**config.mk**
```make
export PLATFORM = sky130hd
export DESIGN_NAME = inband_ring_fetch_flat
export DESIGN_NICKNAME = d
export VERILOG_FILES = /design/src/rtl/inband_ring_fetch_if.sv /design/src/rtl/inband_ring_fetch.sv /design/src/flat_wrapper.sv
export SDC_FILE = /design/constraint.sdc
export NUM_CORES = 1
export LEC_CHECK = 0
export CORE_MARGIN = 3
export CORE_UTILIZATION = 45
export DETAILED_ROUTE_END_ITERATION = 10
export GPL_ROUTABILITY_DRIVEN = 0
export PLACE_DENSITY = 0.77
export SETUP_SLACK_MARGIN = 0.15
export SLEW_MARGIN = 0
export SYNTH_ARGS = -nofsm -noshare
export SYNTH_HDL_FRONTEND = slang
export SYNTH_SLANG_ARGS = --single-unit
export TNS_END_PERCENT = 1
```
**constraint.sdc**
```tcl
create_clock -name sys_clk -period 8.2 [get_ports sys_clk]
set_clock_uncertainty 0.15 [all_clocks]
set_input_delay 1.23 -clock sys_clk [delete_from_list [all_inputs] [get_ports sys_clk]]
set_output_delay 1.23 -clock sys_clk [all_outputs]
set_load 0.02 [all_outputs]
```
**src/rtl/inband_ring_fetch_if.sv**
```systemverilog
// Host, memory-read, write-back and descriptor-stream signals of the inband ring fetcher.
// Latency: pure wiring, none of its own.
// Backpressure: rd/wr requests held until ack; descriptor stream is valid/ready.
interface inband_ring_fetch_if;
    logic        ring_enable;
    logic [31:0] inband_base;
    logic [31:0] inband_cons_addr;
    logic [11:0] inband_prod_index;
    logic [11:0] inband_cons_index;
    logic        rd_req;
    logic [31:0] rd_addr;
    logic        rd_ack;
    logic [31:0] rd_data;
    logic        rd_data_valid;
    logic        wr_req;
    logic [31:0] wr_addr;
    logic [31:0] wr_data;
    logic        wr_ack;
    logic [31:0] desc_data;
    logic        desc_valid;
    logic        desc_last;
    logic        desc_ready;

    // Fetch engine side.
    modport master (
        input  ring_enable, inband_base, inband_cons_addr, inband_prod_index,
        output inband_cons_index,
        output rd_req, rd_addr,
        input  rd_ack, rd_data, rd_data_valid,
        output wr_req, wr_addr, wr_data,
        input  wr_ack,
        output desc_data, desc_valid, desc_last,
        input  desc_ready
    );

    // Host, memory and descriptor-consumer side.
    modport slave (
        output ring_enable, inband_base, inband_cons_addr, inband_prod_index,
        input  inband_cons_index,
        input  rd_req, rd_addr,
        output rd_ack, rd_data, rd_data_valid,
        input  wr_req, wr_addr, wr_data,
        output wr_ack,
        input  desc_data, desc_valid, desc_last,
        output desc_ready
    );
endinterface

```
**src/rtl/inband_ring_fetch.sv**
```systemverilog
// Inband command ring consumer: fetches 32-byte descriptors, buffers them, writes back cons index.
// Latency: first descriptor word visible 1 cycle after its read beat is pushed.
// Backpressure: a new read is issued only with 8 free FIFO words; desc stream holds on !desc_ready.
module inband_ring_fetch #(
    parameter int C_RING_ENTRIES = 256,
    parameter int C_FIFO_DEPTH   = 16
) (
    input  logic                       sys_clk,
    input  logic                       sys_rst_n,
    inband_ring_fetch_if.master        ring
);
    localparam int IW = (C_RING_ENTRIES > 2) ? $clog2(C_RING_ENTRIES) : 1;
    localparam int AW = $clog2(C_FIFO_DEPTH);
    localparam int CW = AW + 1;

    typedef enum logic [1:0] {S_IDLE, S_RD_REQ, S_RD_DATA, S_WB_REQ} state_t;

    state_t          r_state;
    state_t          w_state_nxt;
    logic [IW-1:0]   r_cons;
    logic [IW-1:0]   w_prod;
    logic [IW-1:0]   w_cons_inc;
    logic [2:0]      r_beat;
    logic            r_wr_req;
    logic [31:0]     r_rd_addr;
    logic [31:0]     r_wr_addr;
    logic [31:0]     r_wr_data;
    logic [32:0]     r_mem [C_FIFO_DEPTH];
    logic [AW-1:0]   r_wr_ptr;
    logic [AW-1:0]   r_rd_ptr;
    logic [CW-1:0]   r_count;
    logic            w_room;
    logic            w_launch;
    logic            w_push;
    logic            w_last_beat;
    logic            w_flush;
    logic            w_pop;
    logic            w_desc_vld;

    // Producer index is taken modulo the ring size; its upper bits carry no meaning here.
    assign w_prod     = ring.inband_prod_index[IW-1:0];
    assign w_cons_inc = r_cons + IW'(1);
    generate
        if (IW < 12) begin : g_prod_hi
            logic w_prod_hi_unused;
            assign w_prod_hi_unused = ^ring.inband_prod_index[11:IW];
        end
    endgenerate

    // A full descriptor's worth of space is reserved before the read is issued.
    assign w_room     = (r_count <= CW'(C_FIFO_DEPTH - 8));
    assign w_desc_vld = (r_count != '0);
    assign w_pop      = w_desc_vld && ring.desc_ready;

    // State register.
    always_ff @(posedge sys_clk or negedge sys_rst_n) begin
        if (!sys_rst_n) r_state <= S_IDLE;
        else            r_state <= w_state_nxt;
    end

    // Next-state decode and per-cycle strobes.
    always_comb begin
        w_state_nxt = r_state;
        w_launch    = 1'b0;
        w_push      = 1'b0;
        w_last_beat = 1'b0;
        w_flush     = 1'b0;
        case (r_state)
            S_IDLE: begin
                if (!ring.ring_enable) begin
                    w_flush = 1'b1;
                end else if ((w_prod != r_cons) && w_room) begin
                    w_launch    = 1'b1;
                    w_state_nxt = S_RD_REQ;
                end
            end
            S_RD_REQ: begin
                if (ring.rd_ack) w_state_nxt = S_RD_DATA;
            end
            S_RD_DATA: begin
                if (ring.rd_data_valid) begin
                    w_push = 1'b1;
                    if (r_beat == 3'd7) begin
                        w_last_beat = 1'b1;
                        w_state_nxt = S_WB_REQ;
                    end
                end
            end
            S_WB_REQ: begin
                if (r_wr_req && ring.wr_ack) w_state_nxt = S_IDLE;
            end
            default: w_state_nxt = S_IDLE;
        endcase
    end

    // Consumer index: cleared while the ring is disabled in IDLE, advanced on the last beat.
    always_ff @(posedge sys_clk or negedge sys_rst_n) begin
        if (!sys_rst_n)       r_cons <= '0;
        else if (w_flush)     r_cons <= '0;
        else if (w_last_beat) r_cons <= w_cons_inc;
    end

    // Beat counter within a burst; wraps to 0 after beat 7.
    always_ff @(posedge sys_clk or negedge sys_rst_n) begin
        if (!sys_rst_n)  r_beat <= '0;
        else if (w_push) r_beat <= r_beat + 3'd1;
    end

    // Read address is frozen at launch so it stays stable while rd_req waits for rd_ack.
    always_ff @(posedge sys_clk or negedge sys_rst_n) begin
        if (!sys_rst_n)    r_rd_addr <= '0;
        else if (w_launch) r_rd_addr <= ring.inband_base + 32'({r_cons, 5'b0});
    end

    // Write-back payload captured with the new index on the last beat.
    always_ff @(posedge sys_clk or negedge sys_rst_n) begin
        if (!sys_rst_n) begin
            r_wr_addr <= '0;
            r_wr_data <= '0;
        end else if (w_last_beat) begin
            r_wr_addr <= ring.inband_cons_addr;
            r_wr_data <= 32'(w_cons_inc);
        end
    end

    // wr_req rises one cycle after the index update and drops on the accepting ack.
    always_ff @(posedge sys_clk or negedge sys_rst_n) begin
        if (!sys_rst_n)                          r_wr_req <= 1'b0;
        else if (r_wr_req && ring.wr_ack)        r_wr_req <= 1'b0;
        else if (r_state == S_WB_REQ)            r_wr_req <= 1'b1;
    end

    // Descriptor storage; bit 32 flags word 7.
    always_ff @(posedge sys_clk) begin
        if (w_push) r_mem[r_wr_ptr] <= {w_last_beat, ring.rd_data};
    end

    // FIFO pointers and occupancy; flush while disabled in IDLE wins over everything.
    always_ff @(posedge sys_clk or negedge sys_rst_n) begin
        if (!sys_rst_n) begin
            r_wr_ptr <= '0;
            r_rd_ptr <= '0;
            r_count  <= '0;
        end else if (w_flush) begin
            r_wr_ptr <= '0;
            r_rd_ptr <= '0;
            r_count  <= '0;
        end else begin
            if (w_push) r_wr_ptr <= r_wr_ptr + AW'(1);
            if (w_pop)  r_rd_ptr <= r_rd_ptr + AW'(1);
            case ({w_push, w_pop})
                2'b10:   r_count <= r_count + CW'(1);
                2'b01:   r_count <= r_count - CW'(1);
                default: r_count <= r_count;
            endcase
        end
    end

    assign ring.inband_cons_index = 12'(r_cons);
    assign ring.rd_req            = (r_state == S_RD_REQ);
    assign ring.rd_addr           = r_rd_addr;
    assign ring.wr_req            = r_wr_req;
    assign ring.wr_addr           = r_wr_addr;
    assign ring.wr_data           = r_wr_data;
    assign ring.desc_valid        = w_desc_vld;
    assign ring.desc_data         = w_desc_vld ? r_mem[r_rd_ptr][31:0] : 32'd0;
    assign ring.desc_last         = w_desc_vld && r_mem[r_rd_ptr][32];
endmodule

```
**src/flat_wrapper.sv**
```systemverilog
// flat-port wrapper written by rule: the top's interface ports become plain ports
module inband_ring_fetch_flat 
#(
    parameter int C_RING_ENTRIES = 256,
    parameter int C_FIFO_DEPTH   = 16
)
  (sys_clk, sys_rst_n, ring_ring_enable, ring_inband_base, ring_inband_cons_addr, ring_inband_prod_index, ring_inband_cons_index, ring_rd_req, ring_rd_addr, ring_rd_ack, ring_rd_data, ring_rd_data_valid, ring_wr_req, ring_wr_addr, ring_wr_data, ring_wr_ack, ring_desc_data, ring_desc_valid, ring_desc_last, ring_desc_ready);
  inband_ring_fetch_if ring_i ();
  input  logic sys_clk;
  input  logic sys_rst_n;
  input wire logic [$bits(ring_i.ring_enable)-1:0] ring_ring_enable;
  input wire logic [$bits(ring_i.inband_base)-1:0] ring_inband_base;
  input wire logic [$bits(ring_i.inband_cons_addr)-1:0] ring_inband_cons_addr;
  input wire logic [$bits(ring_i.inband_prod_index)-1:0] ring_inband_prod_index;
  output wire logic [$bits(ring_i.inband_cons_index)-1:0] ring_inband_cons_index;
  output wire logic [$bits(ring_i.rd_req)-1:0] ring_rd_req;
  output wire logic [$bits(ring_i.rd_addr)-1:0] ring_rd_addr;
  input wire logic [$bits(ring_i.rd_ack)-1:0] ring_rd_ack;
  input wire logic [$bits(ring_i.rd_data)-1:0] ring_rd_data;
  input wire logic [$bits(ring_i.rd_data_valid)-1:0] ring_rd_data_valid;
  output wire logic [$bits(ring_i.wr_req)-1:0] ring_wr_req;
  output wire logic [$bits(ring_i.wr_addr)-1:0] ring_wr_addr;
  output wire logic [$bits(ring_i.wr_data)-1:0] ring_wr_data;
  input wire logic [$bits(ring_i.wr_ack)-1:0] ring_wr_ack;
  output wire logic [$bits(ring_i.desc_data)-1:0] ring_desc_data;
  output wire logic [$bits(ring_i.desc_valid)-1:0] ring_desc_valid;
  output wire logic [$bits(ring_i.desc_last)-1:0] ring_desc_last;
  input wire logic [$bits(ring_i.desc_ready)-1:0] ring_desc_ready;
  assign ring_i.ring_enable = ring_ring_enable;
  assign ring_i.inband_base = ring_inband_base;
  assign ring_i.inband_cons_addr = ring_inband_cons_addr;
  assign ring_i.inband_prod_index = ring_inband_prod_index;
  assign ring_inband_cons_index = ring_i.inband_cons_index;
  assign ring_rd_req = ring_i.rd_req;
  assign ring_rd_addr = ring_i.rd_addr;
  assign ring_i.rd_ack = ring_rd_ack;
  assign ring_i.rd_data = ring_rd_data;
  assign ring_i.rd_data_valid = ring_rd_data_valid;
  assign ring_wr_req = ring_i.wr_req;
  assign ring_wr_addr = ring_i.wr_addr;
  assign ring_wr_data = ring_i.wr_data;
  assign ring_i.wr_ack = ring_wr_ack;
  assign ring_desc_data = ring_i.desc_data;
  assign ring_desc_valid = ring_i.desc_valid;
  assign ring_desc_last = ring_i.desc_last;
  assign ring_i.desc_ready = ring_desc_ready;
  inband_ring_fetch #(.C_RING_ENTRIES(C_RING_ENTRIES), .C_FIFO_DEPTH(C_FIFO_DEPTH)) u_core (.sys_clk(sys_clk), .sys_rst_n(sys_rst_n), .ring(ring_i));
endmodule
```
-- Yosys cells after proc, flatten, opt, wreduce, memory -nomap -nowiden
Memories as Yosys holds them, arrays and structs flattened.
Cells that the tools add are included.
- bits in writable memories: 528
- output and inout bits: 144
- flip-flop bits (word level): 99
- input bits: 115
- memories: 1
- word-level logic and storage cells: 74
- memories (memory ; depth ; bits a word ; rd ports ; clocked after Yosys merged registers in ; write ports ; RTL line ; text):
    u_core.r_mem ; 16 ; 33 ; 1 ; 0 ; 1 ; inband_ring_fetch.sv:28 ; logic [32:0] r_mem [C_FIFO_DEPTH];
- magnitude comparators: 1
- mux-type cells: 30
- reductions and logical operators: 12
- equal/unequal tests: 13
- add/sub/neg operators: 7
- operators by type and width (kind ; count):
    adder 32 x 13 -> 32 bit ; 1
    two-way mux 32 bit ; 1
    two-way mux 4 bit ; 4
    two-way mux 8 bit ; 2
    two-way mux 1 bit ; 14
    two-way mux 2 bit ; 6
    one-hot mux 5 bit (2 select lines) ; 1
    adder 4 x 1 -> 4 bit, second input constant ; 2
    adder 8 x 1 -> 8 bit, second input constant ; 1
    inequality test 2 x 1 -> 1 bit, second input constant ; 4
    inequality test 8 bit ; 1
    one-hot mux 2 bit (4 select lines) ; 1
    nonzero test 2 bit ; 4
    == test 2 bit, second input constant ; 3
    AND reduction 6 bit ; 1
    adder 5 x 1 -> 5 bit, second input constant ; 1
    <= comparator 5 x 4 -> 1 bit, second input constant ; 1
    two-way mux 5 bit ; 1
    nonzero test 5 bit ; 1
    subtractor 5 x 1 -> 5 bit, second input constant ; 1
    == test 2 x 1 -> 1 bit, second input constant ; 2
    logical AND 1 bit ; 4
    inequality test 2 bit, second input constant ; 2
    adder 3 x 1 -> 3 bit, second input constant ; 1
    3 further kinds ; 3

-- Longest topological paths before layout
Gate-level depths: netlist of run 1.
- depth in word-level cells: 6
- gate-level depth with buffers: 14
- depth with buffers taken out: 11

-- Worst setup path before layout of run 1
Ideal clock, no wire load.
- kind: reg2out
- from: register u_core.r_rd_ptr[1]
- to: output ring_desc_data[0]
- path buffers: 3
- data required time: 6.820 ns
- setup slack: 4.792 ns
- stages on the path, launching flop included: 7
- arrival time: 2.028 ns
- path through: dfrtp_1 -> buf_2 -> buf_2 -> buf_1 -> mux4_2 -> mux4_2 -> and2_1
- longest elaborated chain between the ends: 2
- RTL lines (what ; RTL line ; text):
    start, declared ; inband_ring_fetch.sv:30 ; logic [AW-1:0] r_rd_ptr;
    start signal, assigned ; inband_ring_fetch.sv:150 ; if (w_pop) r_rd_ptr <= r_rd_ptr + AW'(1);
    memory (16 x 33 bit) ; -- ;
    two-way mux 32 bit ; inband_ring_fetch.sv:166 ; assign ring.desc_data = w_desc_vld ? r_mem[r_rd_ptr][31:0] : 32'd0;
    end, declared ; flat_wrapper.sv:25 ; output wire logic [$bits(ring_i.desc_data)-1:0] ring_desc_data;
No other way between the ends.

-- Worst setup path in the final report of run 1
- from: register u_core.r_rd_ptr[0]
- to: output ring_desc_data[4]
The elaborated chain is that of the path after synthesis.

==> impl_results.md, run 1 <==
* Post-DR vias/cell at 5.52
* Cell type with the highest occurrence count on the critical path: sky130_fd_sc_hd__mux4_2
* Leading cell types by count after synthesis: sky130_fd_sc_hd__edfxtp_1 (528), sky130_fd_sc_hd__mux4_2 (165), sky130_fd_sc_hd__nand2_1 (122)
* Capturing instance or port of the critical path: ring_desc_data[4]
* Maximum single-stage delay on the critical path at 860 ps
* Largest family of logic cells by synthesized area: multiplexers
* Buf+Inv Stages, Crit Path at 2
* Crit start category: flop
* Final HPWL from detailed placement at 31300 µm
* Hold Buf Count CTS at 0
* Pre-antenna DRT Iters at 5
* CTS root buf: sky130_fd_sc_hd__clkbuf_16
* Mapped Area at 25400 µm²
* Slew of the pin with the lowest slew margin at 1020 ps
* Xor and xnor area share after synthesis at 1.66%
* Fraction of registers with async set or reset after synthesis at 15.8%
* Leak at 0.0102 µW
* Wirelength, routed at 56700 µm
* Worst slew slack as a fraction of its limit at 32.2%
* Pins Over Slew Limit at 0
* Final instance area at 30300 µm²
* Average detailed-routed wire length per instance at 23.7 µm
* PwrDens at 315 nW/µm²
* Class of the most critical hold timing path: flop to flop
* Cell at the slowest stage of the critical path: sky130_fd_sc_hd__buf_4
* Antenna violations before repair at 3
* Cells taking the most area after synthesis: sky130_fd_sc_hd__edfxtp_1 (62%), sky130_fd_sc_hd__mux4_2 (15%), sky130_fd_sc_hd__dfrtp_1 (9.8%)
* Total of cells resized after clock tree synthesis at 0
* Clock tree from TritonCTS: built
* Total I/O pin count at 259
* Setup slack on the worst flop-to-flop path at 4420 ps
* Worst path arrival time at 4130 ps
* Setup TNS at 0 ps
* Syn-to-layout area delta at 19.2%
* Adder-Cell Fraction of Synth Area at 1.31%
* Routed Antenna Nets at 0
* IR Drop Worst-Case VDD at 0.181 mV
* Capturing point of the worst reg2reg path: u_core.r_count[4]
* Sink count of the clock tree at 627
* Synth warn at 0
* Count of standard-cell rows at 86
* Seq/Total Area, Yosys at 72.2%
* DRC violation count after routing at 0
* Beginning of the worst register-to-register path: u_core.r_count[1]
* Data required time of the critical path at 6820 ps
* Total vias in the final route at 13200
* Post-synth top area share at 62.4%
* Die width at 244 µm
* Gate Count Post-Synth at 1346
* Count of input and output buffers at 226
* Die height at 244 µm
* Max clock buf depth at 3
* Total routing usage reported by global routing at 19.2%
* Distinct cell type count after synthesis at 52
* Iteration-0 DRC count of the detailed router at 980
* Effective utilization at floorplan at 45.8%
* Critical path depth at 5
* Htree depth at 2
* Most area-hungry cell type in the Yosys netlist: sky130_fd_sc_hd__edfxtp_1
* Global-route wire length before repair at 86500 µm
* Clock input transition at the sequential cells of the worst setup and hold paths at 60 ps
* Timing startpoint of the critical path: u_core.r_rd_ptr[0]
* Achievable Freq at 181 MHz
* Endpoints failing hold at 0
* Number of max-cap violations at 0
* Number of post-CTS setup repair buffers at 0
* Post-synthesis simple-gate area fraction at 4.75%
* Worst Path Max Fanout at 51
* Multiplexer share of the synthesized area at 15.5%
* Number of flops mapped to enable cells by yosys at 528
* Number of placed instances with taps included at 2281
* Die ar. at 59300 µm²
* Launch point of the worst hold path: u_core.ring.wr_addr[22]
* Worst r2r path cells at 12
* Final cell utilization of the core at 54.6%
* Core region area at 55400 µm²
* Category of the most critical setup path: flop to primary output
* Synthesized area per cell at 18.9 µm²
* Gate family responsible for the most delay along the worst path: buffers and inverters
* Kind of capture point of the worst setup path: primary output
* Share of the synthesized area in compound gates (AO/OA/AOI/OAI) at 2.31%
* List of cells traversed by the critical path: buf_4 -> mux4_2 -> mux4_2 -> and2_1 -> clkdlybuf4s50_1
* Maximum number of pins on one net before global-route repair at 71
* Most instantiated flip-flop cell in the synthesis netlist: sky130_fd_sc_hd__edfxtp_1
* Final global-route overflow total at 0
* Library cell with the highest instance count after synthesis: sky130_fd_sc_hd__edfxtp_1
* Status: finished, final reports clean
* Clk_lat worst skew at 620 ps
* Total of flip-flops plus latches after synthesis at 627
* Nets@finish at 1737
* TritonCTS buffer count at 61
* Number of setup violations in the final report at 0
* RSZ-0062 raised after global routing: no
* Number of fillers in the final layout at 4209
* Share of final-layout standard cells stronger than drive strength 1 at 19.1%
* Non-filler cells in the finished layout at 2397
* Final worst path period share at 67.2%
* Total cell area at the placement stage at 28400 µm²
* Vias in the first global route at 14000
* Period minus WS final at 5510 ps
[worst reg2reg max path: stages, from the launching register on]
cell                       delay (ps)
sky130_fd_sc_hd__dfrtp_1          450
sky130_fd_sc_hd__or3_1            410
sky130_fd_sc_hd__or3_1            320
sky130_fd_sc_hd__buf_4            300
sky130_fd_sc_hd__and2_0           340
sky130_fd_sc_hd__ha_1             340
sky130_fd_sc_hd__xor2_1           180
sky130_fd_sc_hd__ha_1             240
sky130_fd_sc_hd__a211o_1          290
sky130_fd_sc_hd__a21oi_1          150
sky130_fd_sc_hd__a221oi_1          70
sky130_fd_sc_hd__or3_1            320
sky130_fd_sc_hd__a21oi_1          140
[flip-flops by register name, summed over array words and instances (netlist names)]
register / count
u_core.ring.wr_req: 1
u_core.ring.rd_addr: 32
u_core.r_cons: 8
u_core.r_count: 5
u_core.r_wr_ptr: 4
u_core.r_beat: 3
u_core.r_rd_ptr: 4
u_core.ring.wr_addr: 32
u_core.r_state: 2
u_core.ring.wr_data: 8
u_core.r_mem: 528
[placed cells by master (no fill, tap or decap), types with 4 or more instances in the layout]
cell,synthesis,routed
sky130_fd_sc_hd__edfxtp_1,528,528
sky130_fd_sc_hd__clkdlybuf4s50_1,0,225
sky130_fd_sc_hd__mux4_2,165,165
sky130_fd_sc_hd__nand2_1,122,122
sky130_fd_sc_hd__dfrtp_1,99,95
sky130_fd_sc_hd__clkbuf_16,0,61
sky130_fd_sc_hd__nor2_1,38,38
sky130_fd_sc_hd__a21oi_1,35,35
sky130_fd_sc_hd__and2_1,45,33
sky130_fd_sc_hd__conb_1,1,28
sky130_fd_sc_hd__buf_4,28,28
sky130_fd_sc_hd__xnor2_1,25,25
sky130_fd_sc_hd__ha_1,25,25
sky130_fd_sc_hd__xor2_1,23,23
sky130_fd_sc_hd__clkbuf_1,27,22
sky130_fd_sc_hd__o21ai_0,21,21
sky130_fd_sc_hd__mux2_2,16,16
sky130_fd_sc_hd__nand3_1,16,15
sky130_fd_sc_hd__o211ai_1,13,13
sky130_fd_sc_hd__and2_2,0,12
sky130_fd_sc_hd__clkinv_1,0,12
sky130_fd_sc_hd__inv_1,10,10
sky130_fd_sc_hd__or3_1,10,10
sky130_fd_sc_hd__clkinv_2,0,9
sky130_fd_sc_hd__and3_1,11,7
sky130_fd_sc_hd__and3_2,0,4
sky130_fd_sc_hd__nor3_1,4,4
sky130_fd_sc_hd__mux2i_1,4,4
sky130_fd_sc_hd__clkinvlp_4,0,4
[kinds of logic after synthesis]
group	count (synthesis)
and+or+nand+nor	260
other	1
AOI/OAI and AO/OA	95
buffers and inverters	104
xor gates and xnor gates	48
DFF	627
adders and majority gates	26
muxes	185
[area by class of cell]
class	count	area (µm²)	area share [%]
Antenna cell	3	7.51	0.0248
Clock buffer	83	1610	5.32
Clock inverter	30	249	0.823
Inverter	11	41.3	0.136
Multi-Input combinational cell	642	6620	21.9
Sequential cell	627	18300	60.6
Tap cell	748	936	3.09
Timing Repair Buffer	253	2460	8.14
[report_power, final]
part	total (µW)	switching (µW)	internal, µW
Sequential	3920	219	3700
Combinational	3000	1440	1560
Clock	2610	1170	1440
Total	9530	2830	6700
[stage by stage]
stage / worst slack (ps) / total power, µW / hold slack (ps)
2_1_floorplan: 4790 / 5920 / 303
3_3_place_gp: 3240 / 6970 / 313
3_5_place_dp: 3240 / 7010 / 313
4_1_cts: 2530 / 9650 / 328
5_1_grt: 2380 / 9980 / 346
6_report: 2690 / 9530 / 321
[worst min-delay path by stage]
stage | endpoint | cells past startpoint
floorplan | u_core.r_beat[0] | 1
global placement | u_core.ring.wr_addr[22] | 2
detailed placement | u_core.ring.wr_addr[17] | 2
finish | u_core.ring.wr_addr[22] | 2
global route | u_core.ring.wr_addr[17] | 2
CTS | u_core.ring.wr_addr[22] | 2
[layer usage]
metal / up-vias / global-route usage (%) / wire [µm]
met5: - / 0 / 0
li1: 5745 / - / -
met1: 6870 / 25.5 / 22200
met2: 534 / 31.7 / 28200
met4: 0 / 5.66 / 1390
met3: 92 / 4.96 / 4900
Power figures use the tool's default switching activity.
==> run 2, diff against run 1 <==
--- a/config.mk
+++ b/config.mk
@@ -9,7 +9,7 @@
 export CORE_UTILIZATION = 45
 export DETAILED_ROUTE_END_ITERATION = 10
 export GPL_ROUTABILITY_DRIVEN = 0
-export PLACE_DENSITY = 0.77
+export PLACE_DENSITY = 0.79
 export SETUP_SLACK_MARGIN = 0.15
 export SLEW_MARGIN = 0
 export SYNTH_ARGS = -nofsm -noshare
==> constraint.sdc (replaced) <==
create_clock -name sys_clk -period 4.4 [get_ports sys_clk]
set_clock_uncertainty 0.15 [all_clocks]
set_input_delay 0.66 -clock sys_clk [delete_from_list [all_inputs] [get_ports sys_clk]]
set_output_delay 0.66 -clock sys_clk [all_outputs]
set_load 0.02 [all_outputs]
==> run 2 against run 1 <==
Final cell count is 0.92% higher. Sequential share of layout area decreased by 1.4 points. Global-route usage up 0.60 points. Critical path type unchanged. Die area unchanged. Via count is 2.7% higher. First-iteration DRC count is 16% higher. Largest cell class unchanged. Largest power group unchanged. Register-to-register slack lost 3500 ps.
==> impl_results.md, run 2 (synthesized netlist as in run 1, its figures left out) <==
* Status: finished, final reports clean
* Share of final-layout standard cells stronger than drive strength 1 at 20.8%
* Core region area at 55400 µm²
* Kind of capture point of the worst setup path: primary output
* Hold Buf Count CTS at 0
* Maximum number of pins on one net before global-route repair at 69
* RSZ-0062 raised after global routing: no
* Total routing usage reported by global routing at 19.8%
* TritonCTS buffer count at 66
* Comb power frac at 32.0%
* Worst slew slack as a fraction of its limit at 39.5%
* Internal power contribution at 13200 µW
* Iteration-0 DRC count of the detailed router at 1134
* Clock input transition at the sequential cells of the worst setup and hold paths at 60 ps
* Worst path arrival time at 3270 ps
* Number of setup violations in the final report at 0
* Clk_lat worst skew at 590 ps
* Die height at 244 µm
* Net Sw Frac at 29.3%
* Syn-to-layout area delta at 21.9%
* Class of the most critical hold timing path: input port to async pin
* Htree depth at 3
* Max clock buf depth at 3
* Total power at 18700 µW
* Total of cells resized after clock tree synthesis at 0
* Antenna violations before repair at 1
* Achievable Freq at 245 MHz
* Nets@finish at 1761
* Period minus WS final at 4080 ps
* Net load switching power at 5480 µW
* Number of post-CTS setup repair buffers at 4
* Sequential fraction of design power at 38.6%
* Die ar. at 59300 µm²
* Number of fillers in the final layout at 4061
* Maximum single-stage delay on the critical path at 570 ps
* Final global-route overflow total at 0
* CTS root buf: sky130_fd_sc_hd__clkbuf_16
* Top reg by flops: u_core.r_mem
* Worst Path Max Fanout at 29
* Post-DR vias/cell at 5.62
* Total cell area at the placement stage at 28700 µm²
* Global-route wire length before repair at 88000 µm
* Wirelength, routed at 58600 µm
* Crit start category: flop
* List of cells traversed by the critical path: buf_12 -> buf_12 -> mux4_2 -> mux4_2 -> and2_1 -> clkdlybuf4s50_1
* Slew of the pin with the lowest slew margin at 908 ps
* Pre-antenna DRT Iters at 5
* Commonest non-fill, non-tap cells in the layout: sky130_fd_sc_hd__edfxtp_1 (528), sky130_fd_sc_hd__clkdlybuf4s50_1 (225), sky130_fd_sc_hd__mux4_2 (165)
* Average detailed-routed wire length per instance at 24.2 µm
* Gate family responsible for the most delay along the worst path: multiplexers
* IR Drop Worst-Case VDD at 0.375 mV
* Leak at 0.0105 µW
* Setup TNS at 0 ps
* Cell at the slowest stage of the critical path: sky130_fd_sc_hd__clkdlybuf4s50_1
* Proportion of power drawn by the clock network at 29.5%
* Final worst path period share at 92.8%
* PwrDens at 605 nW/µm²
* Total vias in the final route at 13600
* Endpoints failing hold at 0
* Total I/O pin count at 259
* Count of input and output buffers at 226
* Number of max-cap violations at 0
* Pins Over Slew Limit at 0
* Storage element area at 18300 µm²
* Routed Antenna Nets at 0
* DRC violation count after routing at 0
* Die width at 244 µm
* Data required time of the critical path at 3590 ps
* Count of standard-cell rows at 86
* Sink count of the clock tree at 627
* Vias in the first global route at 14300
* Buf+Inv Stages, Crit Path at 3
* Category of the most critical setup path: flop to primary output
* Effective utilization at floorplan at 45.8%
* Most common cell after layout, fill and taps aside: sky130_fd_sc_hd__edfxtp_1
* Final HPWL from detailed placement at 32600 µm
* Final instance area at 31000 µm²
* Footprint of the multi-input gates at 6620 µm²
* Clock tree from TritonCTS: built
* Number of flip-flops in the largest register at 528
==> run 2: cell count changes in the layout (fill, tap and decap cells not counted), moves of 5 or more <==
cell | previous run | this run
sky130_fd_sc_hd__clkbuf_1 | 22 | 9
sky130_fd_sc_hd__bufinv_16 | 2 | 8
sky130_fd_sc_hd__buf_12 | 0 | 21
sky130_fd_sc_hd__clkbuf_16 | 61 | 66
sky130_fd_sc_hd__inv_6 | 1 | 6
==> run 2: worst paths after layout <==
kind / start / depth (start not counted) / to / slack, ps
max: u_core.r_rd_ptr[0] / 6 / ring_desc_data[30] / 320
min: sys_rst_n / 1 / u_core.ring.rd_addr[18] / 50
max reg2reg: u_core.r_count[1] / 11 / u_core.r_count[4] / 970
min reg2reg: u_core.ring.wr_addr[0] / 2 / u_core.ring.wr_addr[0] / 330
max in group asynchronous: sys_rst_n / 2 / u_core.ring.wr_addr[0] / 3080
min in group sys_clk: u_core.ring.wr_addr[0] / 2 / u_core.ring.wr_addr[0] / 330
==> run 2: layout make-up <==
type | count | area share [%]
inverters | 11 | 0.133
multi-input cells | 642 | 21.4
diodes | 1 | 0.00808
flip-flops and latches | 627 | 59.3
clock inverters | 43 | 1.44
clock buffers | 75 | 5.44
repair buffers | 272 | 9.33
well taps | 748 | 3.02
==> run 2: per-stage QoR <==
stage	instances	utilization [%]	setup slack [ps]	hold WS [ps]
after floorplan	1373	-	1010	214
after global placement	2295	51.9	600	312
after detailed placement	2295	51.9	573	313
after CTS	2417	55.8	180	59.6
after global routing	2418	55.9	227	111
final	2419	55.9	318	49.6
==> run 2: power by group through the flow <==
stage                     clock (µW)  combinational [µW]  sequential, µW
after floorplan                    0                3560            7480
after global routing            5860                6380            7270
final                           5510                5980            7220
after detailed placement           0                5800            7430
after CTS                       5620                6010            7250
after global placement             0                5710            7410
==> run 2: metal layers <==
metal	up-vias	global-route usage, %	routed length [µm]
li1	5808	-	-
met1	7059	24.5	21900
met2	611	33.7	29800
met3	118	5.08	5010
met4	2	7.98	1910
met5	-	0	16
==> run 3, diff against run 2 <==
==> constraint.sdc (replaced) <==
create_clock -name sys_clk -period 4.4 [get_ports sys_clk]
set_clock_uncertainty 0.15 [all_clocks]
set_input_delay 0.66 -clock sys_clk [delete_from_list [all_inputs] [get_ports sys_clk]]
set_output_delay 0.66 -clock sys_clk [all_outputs]
set_load 0.005 [all_outputs]
==> run 3 against run 2 <==
Worst setup slack better by 21 ps. Count of clock-buffer cells in the layout up 7. Critical path depth down 1. Sequential power about the same. Clock power down 0.9%. Non-clock buffer count down 10. Combinational power down 14%. Via count down 1.8%. Hold slack worse by 28 ps. Largest power group unchanged. Highest routed layer is now met4.
==> impl_results.md, run 3 (synthesized netlist as in run 1, its figures left out) <==
* Status: finished, final reports clean
* Met1 usage in global routing at 25.0%
* M2 GR Usage at 33.0%
* Non-filler cells in the finished layout at 2408
* Slew of the pin with the lowest slew margin at 965 ps
* Nets@finish at 1751
* Worst r2r path cells at 11
* Grt met3 use at 5.17%
* Number of post-CTS setup repair buffers at 0
* PwrDens at 578 nW/µm²
* Total of cells resized after clock tree synthesis at 0
* Number of max-cap violations at 0
* Timing startpoint of the critical path: u_core.r_rd_ptr[0]
* Footprint of the multi-input gates at 6620 µm²
* Effective utilization at floorplan at 45.8%
* CTS root buf: sky130_fd_sc_hd__clkbuf_16
* Clock input transition at the sequential cells of the worst setup and hold paths at 60 ps
* Data required time of the critical path at 3590 ps
* Htree depth at 3
* Hold Buf Count CTS at 0
* Commonest non-fill, non-tap cells in the layout: sky130_fd_sc_hd__edfxtp_1 (528), sky130_fd_sc_hd__clkdlybuf4s50_1 (225), sky130_fd_sc_hd__mux4_2 (165)
* Top reg by flops: u_core.r_mem
* Storage element area at 18300 µm²
* Share of final-layout standard cells stronger than drive strength 1 at 20.2%
* Post-DR vias/cell at 5.55
* Final worst path period share at 92.3%
* Final HPWL from detailed placement at 32300 µm
* Routed Antenna Nets at 0
* Die width at 244 µm
* Number of placed instances with taps included at 2290
* Leak at 0.0104 µW
* Crit start category: flop
* Global-route layer with the greatest usage: met2
* Period minus WS final at 4060 ps
* Die ar. at 59300 µm²
* Class of the most critical hold timing path: input port to async pin
* Category of the most critical setup path: flop to primary output
* Global-route wire length before repair at 87800 µm
* Syn-to-layout area delta at 21.3%
* Sink count of the clock tree at 627
* Final global-route overflow total at 0
* Number of fillers in the final layout at 4092
* Maximum number of pins on one net before global-route repair at 66
* Count of input and output buffers at 226
* Die height at 244 µm
* IR Drop Worst-Case VDD at 0.414 mV
* TritonCTS buffer count at 66
* Clk_lat worst skew at 580 ps
* Iteration-0 DRC count of the detailed router at 984
* Total I/O pin count at 259
* Pins Over Slew Limit at 0
* Pre-antenna DRT Iters at 4
* Vias in the first global route at 14300
* Number of flip-flops in the largest register at 528
* Worst path arrival time at 3250 ps
* Antenna violations before repair at 1
* Number of setup violations in the final report at 0
* Setup TNS at 0 ps
* Average detailed-routed wire length per instance at 24.0 µm
* Clock tree from TritonCTS: built
* Core region area at 55400 µm²
* Count of standard-cell rows at 86
* Total vias in the final route at 13400
* DRC violation count after routing at 0
* Achievable Freq at 246 MHz
* RSZ-0062 raised after global routing: no
* Max clock buf depth at 3
* Worst slew slack as a fraction of its limit at 35.7%
* Most common cell after layout, fill and taps aside: sky130_fd_sc_hd__edfxtp_1
* Kind of capture point of the worst setup path: primary output
* Endpoints failing hold at 0
* Beginning of the worst register-to-register path: u_core.r_count[1]
* Worst Path Max Fanout at 46
* Total routing usage reported by global routing at 19.6%
* Wirelength, routed at 57700 µm
==> run 3: changes by cell type in the layout (fill, tap and decap cells not counted), moves of 2 or more <==
cell,previous run,this run
sky130_fd_sc_hd__buf_12,21,18
sky130_fd_sc_hd__buf_4,25,19
sky130_fd_sc_hd__bufinv_16,8,6
sky130_fd_sc_hd__clkbuf_1,9,14
sky130_fd_sc_hd__clkbuf_16,66,68
sky130_fd_sc_hd__clkinv_1,15,12
sky130_fd_sc_hd__clkinv_2,9,5
sky130_fd_sc_hd__clkinvlp_4,2,5
==> run 3: layer usage <==
metal | vias up | wire (µm)
met5 | - | 0
met4 | 0 | 1270
met3 | 91 | 4720
met2 | 568 | 29200
met1 | 6911 | 22500
li1 | 5784 | -
==> run 3: final cells by class <==
class                      instances  area share (%)
sequential                       627            59.5
clock buffer                      82            5.69
clock inverter                    35            1.19
timing repair buffer             262            8.94
antenna                            1         0.00812
tap                              748            3.04
multi-input combinational        642            21.5
inverter                          11           0.134
==> run 3: path summary, 6_finish.rpt <==
path                                            to  slack (ps)
setup / recovery                 ring_desc_data[2]         340
hold / removal              u_core.ring.rd_addr[1]          20
setup reg to reg                 u_core.r_count[4]         950
hold reg to reg            u_core.ring.wr_addr[12]         320
max in group asynchronous   u_core.ring.rd_addr[3]        3050
min in group sys_clk       u_core.ring.wr_addr[12]         320
==> run 3: critical path, stage by stage, from the launching register on <==
cell and delay [ps]:
sky130_fd_sc_hd__dfrtp_4 560, sky130_fd_sc_hd__buf_12 360, sky130_fd_sc_hd__mux4_2 560, sky130_fd_sc_hd__mux4_2 480, sky130_fd_sc_hd__and2_1 220, sky130_fd_sc_hd__clkdlybuf4s50_1 470
==> run 3: stage by stage <==
stage / setup slack, ps / power (µW) / instance area, µm² / utilization, % / hold WS (ps)
floorplan: 1010 / 10400 / 25500 / - / 214
finish: 339 / 17800 / 30800 / 55.6 / 21.1
detailed placement: 894 / 12500 / 28700 / 51.8 / 313
CTS: 223 / 18100 / 30800 / 55.6 / 18.8
global route: 180 / 18700 / 30800 / 55.6 / 58.9
global placement: 907 / 12400 / 28700 / 51.8 / 312
==> run 3: power by group <==
group	switching [µW]	internal, µW	leakage, µW
clock network	2260	3210	0.00102
registers	339	6900	0.00601
logic	2150	2970	0.00341
==> RTL change 1 (flow settings as in run 2) <==
`C_FIFO_DEPTH` is set to 16 in 2 places; all go to 8.
--- a/src/rtl/inband_ring_fetch.sv
+++ b/src/rtl/inband_ring_fetch.sv
@@ -4,5 +4,5 @@
 module inband_ring_fetch #(
     parameter int C_RING_ENTRIES = 256,
-    parameter int C_FIFO_DEPTH   = 16
+    parameter int C_FIFO_DEPTH   = 8
 ) (
     input  logic                       sys_clk,
--- a/src/flat_wrapper.sv
+++ b/src/flat_wrapper.sv
@@ -3,5 +3,5 @@
 #(
     parameter int C_RING_ENTRIES = 256,
-    parameter int C_FIFO_DEPTH   = 16
+    parameter int C_FIFO_DEPTH   = 8
 )
   (sys_clk, sys_rst_n, ring_ring_enable, ring_inband_base, ring_inband_cons_addr, ring_inband_prod_index, ring_inband_cons_index, ring_rd_req, ring_rd_addr, ring_rd_ack, ring_rd_data, ring_rd_data_valid, ring_wr_req, ring_wr_addr, ring_wr_data, ring_wr_ack, ring_desc_data, ring_desc_valid, ring_desc_last, ring_desc_ready);
Formal check against the unedited RTL: no difference found for any inputs over 4 cycles, from zero or initial values and one cycle with sys_rst_n low; that may be too few to reach the edited logic, so the function may still have changed.
==> RTL change 1 against run 2 <==
Design area fell by 38%; sequential cell count down 267; total power shrank 37%; die area down 40%; worst setup slack improved by 290 ps; maximum frequency grew 7.6%; area after synthesis down 40%; first-iteration DRC count decreased by 49%; via count shrank 35%; routed wire length shrank 44%; hold slack gained 68 ps; largest power group unchanged.
==> RTL change 1: results (changes against run 2) <==
Place
  • Final HPWL DP: 20.8 mm (was 32.6 mm)
  • Pre-CTS WS: 995 ps (was 573 ps)
  • Placed Area: 17900 µm² (was 28700 µm²)

Worst setup path
  • Cell at the slowest stage of the critical path: dfrtp_4 (was clkdlybuf4s50_1)
  • R2R cell count: 6 (was 11)
  • Crit Path Max Fanout: 24 (was 29)
  • Worst EP arrival: 2980 ps (was 3270 ps)
  • Reg-to-reg slack, setup: 1440 ps (was 970 ps)

Cells and area
  • Number of multi-input logic gates: 547 (was 642)
  • Layout non-clock buf frac: 13.2% (was 9.33%)
  • Sequential cell area share: 54.1% (was 59.3%)
  • Design Area, Final: 19100 µm² (was 31000 µm²)
  • Clock buffers: 44 (was 75)
  • Synth-to-layout area growth: 26.5% (was 21.9%)
  • Final clock-cell share: 6.21% (was 6.88%)
  • Non-Filler Instances: 1684 (was 2419)
  • Non-clk invs: 12 (was 11)
  • Max reg flops: 264 (was 528)
  • Multi-input gate area: 4480 µm² (was 6620 µm²)
  • # diodes: 0 (was 1)
  • Share of cells above drive strength 1: 13.9% (was 20.8%)
  • Fillers: 2506 (was 4061)
  • Buffers outside the clock class: 255 (was 272)

Synthesis
  • Mapped Avg Cell Area: 15.6 µm² (was 18.9 µm²)
  • Synth Area in XOR/XNOR: 2.43% (was 1.66%)
  • Register area share after synthesis: 68.4% (was 72.2%)
  • Compound-Gate Fraction of Synth Area: 3.34% (was 2.31%)
  • Top post-synthesis cells by area: edfxtp_1 52%, dfrtp_1 16%, mux4_2 9.8% (was edfxtp_1 62%, mux4_2 15%, dfrtp_1 9.8%)
  • Adder-cell share of the synthesized area: 1.95% (was 1.31%)
  • Distinct cell type count after synthesis: 57 (was 52)
  • Top post-synthesis cells by count: 264 x edfxtp_1, 132 x nand2_1, 96 x dfrtp_1 (was 528 x edfxtp_1, 165 x mux4_2, 122 x nand2_1)
  • EDFF count, synth: 264 (was 528)

Global route
  • Largest net degree at the start of global routing: 73 (was 69)
  • First-pass GRT wire length: 51.1 mm (was 88.0 mm)
  • Number of global-route vias before repair: 9074 (was 14286)
  • GRT Util Overall: 18.2% (was 19.8%)
  • Initial antenna violation count: 2 (was 1)
  • Met2 track demand over resource: 30.7% (was 33.7%)

Detailed routing
  • Starting DRC count in detailed routing: 577 (was 1134)
  • Routed WL per cell: 19.6 µm (was 24.2 µm)
  • Metal2 WL: 16.7 mm (was 29.8 mm)
  • Vias per cell: 5.21 (was 5.62)

CTS
  • # clock sinks: 360 (was 627)
  • Postcts setup bufs: 0 (was 4)
  • H-tree depth: 2 (was 3)

Power and ir drop
  • Sequential share of power: 38.3% (was 38.6%)
  • Worst vdd ir: 0.000294 V (was 0.000375 V)

Run status
  • Status: finished, final reports clean (unchanged)

Timing
  • FMAX: 0.264 GHz (was 0.245 GHz)
-- RTL change 1: cell count changes in the layout (fill, tap and decap cells not counted), moves of 12 or more --
cell	before	now
clkbuf_16	66	39
mux2i_1	4	38
and2_1	33	5
and2_2	12	0
mux4_2	165	66
buf_12	21	3
nor2_1	38	73
mux2_1	0	13
edfxtp_1	528	264
mux2_2	16	0
-- RTL change 1: worst max-delay path by stage --
stage,from,end,depth (start not counted)
2_1_floorplan,u_core.r_state[0],u_core.r_mem[0][0],6
3_3_place_gp,ring_inband_base[5],u_core.ring.rd_addr[31],9
3_5_place_dp,ring_inband_base[5],u_core.ring.rd_addr[31],9
4_1_cts,u_core.r_rd_ptr[0],ring_desc_data[24],5
5_1_grt,u_core.r_rd_ptr[0],ring_desc_data[24],5
6_report,u_core.r_rd_ptr[0],ring_desc_data[24],5
-- RTL change 1: critical path, delay by kind of cell, from the launching register on --
kind	cells	cell delay [ps]
buffers and inverters	2	870
and+or+nand+nor	1	70
muxes	2	770
DFF	1	740
==> RTL change 2 (settings of run 2) <==
Without the edit above. The 4 states of `state_t` get a one-hot encoding in 4 bits.
--- a/src/rtl/inband_ring_fetch.sv
+++ b/src/rtl/inband_ring_fetch.sv
@@ -14,5 +14,5 @@
     localparam int CW = AW + 1;
 
-    typedef enum logic [1:0] {S_IDLE, S_RD_REQ, S_RD_DATA, S_WB_REQ} state_t;
+    typedef enum logic [3:0] {S_IDLE = 4'b0001, S_RD_REQ = 4'b0010, S_RD_DATA = 4'b0100, S_WB_REQ = 4'b1000} state_t;
 
     state_t          r_state;
Check against the original RTL: same outputs for any inputs over 4 cycles, from zero or initial values and one cycle with sys_rst_n low; so few cycles prove little.
==> RTL change 2 against run 2 <==
Worst setup slack worse by 21 ps; global-route usage is 0.20 points higher; register-to-register slack better by 160 ps; total power is 12% lower; design area hardly changed; die area is 0.42% higher; count of clock-buffer cells in the layout is 3 higher; largest cell class unchanged; sequential cell count is 2 higher; the flow now finishes with violations (hold timing); critical path type unchanged; area after synthesis is 0.43% higher; routed wire length hardly changed.
==> RTL change 2: results (changes against run 2) <==
Run status
  • Status: complete, but fails checks (was finished, final reports clean)
  • Failing checks: hold timing

Detailed routing
  • Vias per cell: 5.61 (was 5.62)
  • Router iterations before antenna repair: 5 (unchanged)
  • Starting DRC count in detailed routing: 1332 (was 1134)
  • Final wirelength: 58.6 mm (about the same)

Timing
  • Hold Slack: -8.58 ps (was 49.6 ps)
  • Final Hold Fails: 9 (was 0)
  • Worst Tran Pin Value: 825 ps (was 908 ps)

Power and ir drop
  • LEAKAGE: 10.5 nW (about the same)
  • Worst vdd ir: 0.000325 V (was 0.000375 V)

Cells and area
  • # diodes: 0 (was 1)
  • Fillers: 4165 (was 4061)
  • Share of cells above drive strength 1: 20.0% (was 20.8%)
  • Top reg by flops: u_core.r_mem (unchanged)
  • Non-Filler Instances: 2445 (was 2419)
  • Nets: 1783 (was 1761)

Global route
  • First-pass GRT wire length: 89.5 mm (was 88.0 mm)
  • Largest net degree at the start of global routing: 65 (was 69)
  • Initial antenna violation count: 3 (was 1)
  • Number of global-route vias before repair: 14692 (was 14286)
  • GRT Util Overall: 20.0% (was 19.8%)

Synthesis
  • Top post-synthesis cells by area: edfxtp_1 62%, mux4_2 15%, dfrtp_1 9.8% (unchanged)
  • Top post-synthesis cells by count: 528 x edfxtp_1, 165 x mux4_2, 131 x nand2_1 (was 528 x edfxtp_1, 165 x mux4_2, 122 x nand2_1)
  • Distinct cell type count after synthesis: 55 (was 52)
  • Mapped Avg Cell Area: 18.6 µm² (was 18.9 µm²)
  • Asr flop ratio synth: 16.1% (was 15.8%)
  • Register area share after synthesis: 72.1% (was 72.2%)

Worst setup path
  • Reg-to-reg slack, setup: 1130 ps (was 970 ps)
  • Crit Path Max Fanout: 37 (was 29)
  • Worst EP arrival: 3290 ps (was 3270 ps)
  • CP delay by family, top: buffers and inverters (was multiplexers)

Place
  • Placed Area: 28900 µm² (was 28700 µm²)
  • DP Cell Count: 2322 (was 2295)
  • Final HPWL DP: 33.5 mm (was 32.6 mm)

CTS
  • CTS clock-pin slew for the worst setup and hold paths: 60 ps (about the same)
==> RTL change 2: cell types whose count changed after synthesis, sizes merged, moves of 6 or more <==
cell	run 2	this run
nor2	38	49
xnor2	25	18
nand2	122	131
a21oi	35	28
clkbuf	27	41
nand3	16	10
xor2	23	30
buf	66	54
nand3b	1	7
==> RTL change 2: report_power, final <==
part	internal [mW]	switching [mW]	total (mW)	leakage, nW
Sequential	6.67	0.172	6.84	6.08
Combinational	2.21	2.02	4.22	3.40
Clock	3.03	2.32	5.36	1.00
==> RTL change 2: worst max path at each step <==
stage	start	endpoint	slack, ps	cells after the start
final	u_core.r_rd_ptr[1]	ring_desc_data[26]	300	5
after global routing	u_core.r_rd_ptr[0]	ring_desc_data[21]	180	6
after CTS	u_core.r_rd_ptr[1]	ring_desc_data[26]	240	5
after detailed placement	u_core.r_rd_ptr[0]	ring_desc_data[2]	700	5
after global placement	u_core.r_rd_ptr[0]	ring_desc_data[2]	760	5
after floorplan	u_core.r_count[1]	u_core.r_count[2]	1170	14
==> RTL change 2: logic make-up after synthesis <==
logic type,synth area share [%]
other,0.0147
adder cells (fa/ha/maj),1.06
buffers and inverters,2.16
AO/OA/AOI/OAI,2.45
multiplexers,15.2
flip-flops,72.1
XOR/XNOR,1.65
AND/OR/NAND/NOR,5.38
==> RTL change 2: area by class of cell <==
| class | count | area (µm²) | area share, % |
|---|---|---|---|
| Tap cell | 748 | 936 | 3.02 |
| Clock buffer | 78 | 1700 | 5.48 |
| Inverter | 12 | 45.0 | 0.145 |
| Sequential cell | 629 | 18400 | 59.4 |
| Multi-Input combinational cell | 665 | 6690 | 21.6 |
| Clock inverter | 40 | 379 | 1.22 |
| Timing Repair Buffer | 273 | 2840 | 9.16 |
==> RTL change 2: worst reg2reg max path, cell delays in order, from the launching register on <==
cell and delay (ps):
dfrtp_1 450, or3_1 390, or3_1 370, and2_0 300, ha_1 370, xor2_1 180, ha_1 250, nand2b_1 80
a21boi_0 70, o21ai_0 240, a21oi_1 100, a31o_2 210
==> RTL change 2: repair_timing <==
item	4_1_cts	5_1_grt
setup buffers	5	0
endpoints found under the hold margin	0	0
endpoints found under the setup margin	18	0
==> RTL change 2: per-stage QoR <==
stage	hold WS (ps)	power, mW	setup slack, ps
after floorplan	214	9.68	1170
final	-8.58	16.4	297
after detailed placement	312	11.2	699
after CTS	0.206	16.6	243
after global routing	28.2	17.1	182
after global placement	311	11.1	757
==> RTL change 2: per-layer routing <==
metal | wire [µm] | global-route usage [%]
met5 | 23 | 0
met4 | 1870 | 7.13
met3 | 5240 | 5.76
met2 | 29700 | 33.8
met1 | 21800 | 24.9
